**src/rtl/serial_adder_ctrl.sv**
```systemverilog
// Bit-serial adder: one shared full adder walks two WIDTH-bit operands
// LSB-first, one bit per clock, carry held in a flop between bits.
module fulladder (
    input  logic a_i,
    input  logic b_i,
    input  logic c_i,
    output logic s_o,
    output logic co_o
);
    assign s_o  = a_i ^ b_i ^ c_i;
    assign co_o = (a_i & b_i) | (c_i & (a_i ^ b_i));
endmodule

module serial_adder_ctrl #(
    parameter int WIDTH = 8
) (
    input  logic             clk,
    input  logic             rst,
    input  logic             start,
    input  logic [WIDTH-1:0] a_in,
    input  logic [WIDTH-1:0] b_in,
    input  logic             cin,
    output logic             busy,
    output logic             done,
    output logic [WIDTH-1:0] sum,
    output logic             cout
);
    localparam int CW = (WIDTH > 1) ? $clog2(WIDTH) : 1;
    localparam logic [CW-1:0] LAST = CW'(WIDTH - 1);

    typedef enum logic [1:0] {
        IDLE,
        RUN,
        DONE
    } state_t;

    state_t           state_q, state_d;
    logic [WIDTH-1:0] a_q, a_d;
    logic [WIDTH-1:0] b_q, b_d;
    logic [WIDTH-1:0] s_q, s_d;
    logic             c_q, c_d;
    logic [CW-1:0]    cnt_q, cnt_d;
    logic [WIDTH-1:0] sum_q, sum_d;
    logic             cout_q, cout_d;
    logic             fa_s, fa_c;

    fulladder u_fa (
        .a_i  (a_q[0]),
        .b_i  (b_q[0]),
        .c_i  (c_q),
        .s_o  (fa_s),
        .co_o (fa_c)
    );

    always_comb begin
        state_d = state_q;
        a_d     = a_q;
        b_d     = b_q;
        s_d     = s_q;
        c_d     = c_q;
        cnt_d   = cnt_q;
        sum_d   = sum_q;
        cout_d  = cout_q;
        case (state_q)
            IDLE, DONE: begin
                if (start) begin
                    a_d     = a_in;
                    b_d     = b_in;
                    c_d     = cin;
                    cnt_d   = '0;
                    state_d = RUN;
                end else begin
                    state_d = IDLE;
                end
            end
            RUN: begin
                s_d   = {fa_s, s_q[WIDTH-1:1]};
                c_d   = fa_c;
                a_d   = a_q >> 1;
                b_d   = b_q >> 1;
                cnt_d = cnt_q + 1'b1;
                // Last bit: publish the result straight from the adder.
                if (cnt_q == LAST) begin
                    sum_d   = {fa_s, s_q[WIDTH-1:1]};
                    cout_d  = fa_c;
                    state_d = DONE;
                end
            end
            default: state_d = IDLE;
        endcase
    end

    always_ff @(posedge clk or posedge rst) begin
        if (rst) begin
            state_q <= IDLE;
            a_q     <= '0;
            b_q     <= '0;
            s_q     <= '0;
            c_q     <= 1'b0;
            cnt_q   <= '0;
            sum_q   <= '0;
            cout_q  <= 1'b0;
        end else begin
            state_q <= state_d;
            a_q     <= a_d;
            b_q     <= b_d;
            s_q     <= s_d;
            c_q     <= c_d;
            cnt_q   <= cnt_d;
            sum_q   <= sum_d;
            cout_q  <= cout_d;
        end
    end

    assign busy = (state_q == RUN);
    assign done = (state_q == DONE);
    assign sum  = sum_q;
    assign cout = cout_q;
endmodule

```
**config.mk**
```make
export PLATFORM = sky130hd
export DESIGN_NAME = serial_adder_ctrl
export DESIGN_NICKNAME = d
export VERILOG_FILES = /design/src/rtl/serial_adder_ctrl.sv
export SDC_FILE = /design/constraint.sdc
export NUM_CORES = 1
export LEC_CHECK = 0
export ABC_AREA = 1
export ABC_CLOCK_PERIOD_IN_PS = 1700
export CAP_MARGIN = 20
export CORE_ASPECT_RATIO = 1.4
export CORE_UTILIZATION = 35
export DETAILED_ROUTE_END_ITERATION = 10
export GPL_ROUTABILITY_DRIVEN = 1
export GPL_TIMING_DRIVEN = 0
export HOLD_SLACK_MARGIN = 0.05
export PLACE_DENSITY = 0.59
export SLEW_MARGIN = 0
export SYNTH_ARGS = -nofsm -noshare
export SYNTH_HDL_FRONTEND = slang
export SYNTH_SLANG_ARGS = --single-unit
```
**constraint.sdc**
```tcl
create_clock -name clk -period 1.7 [get_ports clk]
set_input_delay 0.255 -clock clk [delete_from_list [all_inputs] [get_ports clk]]
set_output_delay 0.255 -clock clk [all_outputs]
set_load 0.005 [all_outputs]
```
==> flow_metrics.tcl <==
set metrics [dict create \
    cts_buffers 5 \
    drt-pass1-iter-count 4 \
    min_period_over_period_pct 90.0 \
    start_kind "flip-flop" \
    rows 30 \
    insertion_delay_ns 0.28 \
    initial_core_util_pct 37.0 \
    r2r_end "cout$_DFFE_PP0P_" \
    drv_cap 0 \
    fin_crit_ns 1.53 \
    p_per_area_mw_per_mm2 1810 \
    core_area_sq_mm 0.00492 \
    diodes 0 \
    ys_ff_latch 38 \
    track_usage_pct 15.3 \
    drt-wirelength-per-cell_um 11.3 \
    r2r_slack_ns 0.35 \
    drtIter0Drc 73 \
    die_y_um 87.3 \
    io_pins 31 \
    dp_hpwl_um 2510 \
    critPathCaptureType "output pin" \
    drc_errors 0 \
    status "finished, final reports clean" \
    grt-ovfl-total 0 \
    hold_viol 0 \
    gp_congestion 0.734 \
    final_nets 285 \
    yosysSeqAreaShare_pct 52.2 \
    clk_pin_slew_ns 0.07 \
    clock_skew_ns 0.00411 \
    clock_path_buffers 2 \
    io_buffer_count 30 \
    timing.critical_path.required_ns 1.44 \
    r2r_cells 6 \
    clock-sinks 38 \
    ant_nets 0 \
    leakagePower_nw 1.25 \
    worst_slew_pin_slew_ns 0.793 \
    yosysUniqueCellTypes 19 \
    grt_pass1_vias 1458 \
    grt_pass1_wl_um 6510 \
    crit_type "flip-flop to output pin" \
    die_area_sq_mm 0.00550 \
    drive_gt1_share_pct 14.8 \
    ir_drop_uv 905 \
    syn_inst 220 \
    vias 1432 \
    routed_wl_um 3680 \
    cp_max_fo 10 \
    clockRootBuffer "clkbuf_8" \
    post_synth_instance_area_sq_mm 0.00182 \
    grt_max_degree 39 \
    avgViaCountPerCell 4.38 \
    syn_area_per_cell_sq_um 8.27 \
    critPathCapture "done" \
    worstReg2RegStart "cnt_q[0]$_DFFE_PP0P_" \
    holdBufCountCts 0 \
    dieWidth_um 63.0 \
    crit_path_start "state_q[0]$_DFFE_PP0P_" \
    area_delta_synth_final_pct 28.4 \
    cp.arrival_ns 1.27 \
    cts_tree "done" \
    finalSetupViolCount 0 \
    drv_slew 0 \
    yosysWarnings 0 \
    syn_nets 243 \
    p_total_mw 4.23 \
    tns_ns 0 \
    fmax_ghz 0.654 \
    antenna_found_initial 0 \
    relSlewSlack_pct 47.0 \
    worstHoldPathType "input pin to async pin" \
    cts_max_level 2 \
    rsz0062_at_grt "false" \
]
[critical path, cell delays in order, from the launching register on]
cell	delay, ns
dfrtp_1	0.37
buf_6	0.12
buf_4	0.13
clkbuf_8	0.15
nor2_1	0.11
clkbuf_2	0.12
[Yosys cell counts]
library cell / n / share of area [%]
a21oi_1: 1 / 0.27
buf_2: 4 / 1.1
buf_4: 1 / 0.41
buf_6: 3 / 1.9
clkbuf_1: 1 / 0.21
dfrtp_1: 38 / 52
fa_1: 1 / 1.1
ha_1: 2 / 1.4
inv_1: 40 / 8.2
inv_2: 2 / 0.41
inv_4: 1 / 0.34
nand2_1: 71 / 15
nand2_2: 2 / 0.69
nand2_4: 2 / 1.2
nand3_1: 30 / 8.2
nor2_1: 2 / 0.41
nor2_4: 1 / 0.62
o21ai_0: 10 / 2.7
o21ai_2: 8 / 3.8
[stage by stage]
step / instance area (sq um) / hold WS, ns / instances / setup slack [ns] / util [%]
finish: 2340 / 0.437 / 327 / 0.170 / 47.5
global placement: 2200 / 0.458 / 314 / -0.293 / 44.8
detailed placement: 2200 / 0.465 / 314 / 0.0650 / 44.8
CTS: 2340 / 0.469 / 327 / 0.0134 / 47.6
floorplan: 1820 / 0.376 / 220 / 0.481 / -
global route: 2340 / 0.508 / 327 / 0.0894 / 47.5
[power by group]
group          total [mW]  internal, mW  switching [mW]
Combinational        2.05         0.909            1.14
Clock               0.633         0.327           0.306
Sequential           1.55          1.33           0.215
Total                4.23          2.57            1.66
[final cells by class]
| class | instances | area [sq um] |
|---|---|---|
| multi-input cells | 130 | 641 |
| clock inverters | 1 | 5.00 |
| inverters | 43 | 164 |
| repair buffers | 35 | 335 |
| plain buffers | 9 | 75.1 |
| clock buffers | 7 | 86.3 |
| fillers | 512 | 2580 |
| flip-flops and latches | 38 | 951 |
| well taps | 64 | 80.1 |
[placed cells by master, fill, tap and decap left out, drive strengths merged]
cell type / Yosys / layout
a21oi: 1 / 1
buf: 8 / 13
clkbuf: 1 / 9
clkdlybuf4s50: 0 / 28
clkinv: 0 / 1
dfrtp: 38 / 38
dlymetal6s2s: 0 / 1
fa: 1 / 1
ha: 2 / 2
inv: 43 / 43
nand2: 75 / 75
nand3: 30 / 30
nor2: 3 / 3
o21ai: 18 / 18
[state kept, by name (all words and copies together) (netlist names)]
signal,count
s_q,7
cnt_q,3
state_q,2
cout,1
c_q,1
b_q,8
sum,8
a_q,8
[layer usage]
| layer | global-route usage, % | share of wire (%) | vias to the layer above |
|---|---|---|---|
| met5 | 0 | 0 | - |
| met4 | 5.07 | 0.73 | 0 |
| met3 | 3.53 | 3.5 | 2 |
| met2 | 25.5 | 48 | 21 |
| met1 | 19.3 | 47 | 663 |
| li1 | - | - | 746 |
[cell families after synthesis]
logic type / count (synthesis) / share of synthesized area [%]
compound gates: 19 / 6.87
fa+ha+maj: 3 / 2.47
buf+inv: 52 / 12.6
flops: 38 / 52.2
simple gates: 108 / 25.8
[worst min-delay path by stage]
stage | slack [ns] | depth (start not counted) | to
floorplan | 0.38 | 2 | a_q[7]$_DFFE_PP0P_
global placement | 0.46 | 2 | cnt_q[1]$_DFFE_PP0P_
detailed placement | 0.47 | 2 | b_q[5]$_DFFE_PP0P_
CTS | 0.47 | 2 | a_q[3]$_DFFE_PP0P_
global route | 0.51 | 2 | sum[4]$_DFFE_PP0P_
finish | 0.44 | 2 | sum[6]$_DFFE_PP0P_
[repair_timing]
item	in CTS	in global routing
endpoints found under the hold margin	0	0
gates resized for setup	4	3
buffers inserted	5	0
gates cloned	0	0
pin swaps	1	0
setup endpoints to repair	2	2
(Power assumes the default switching activity.)
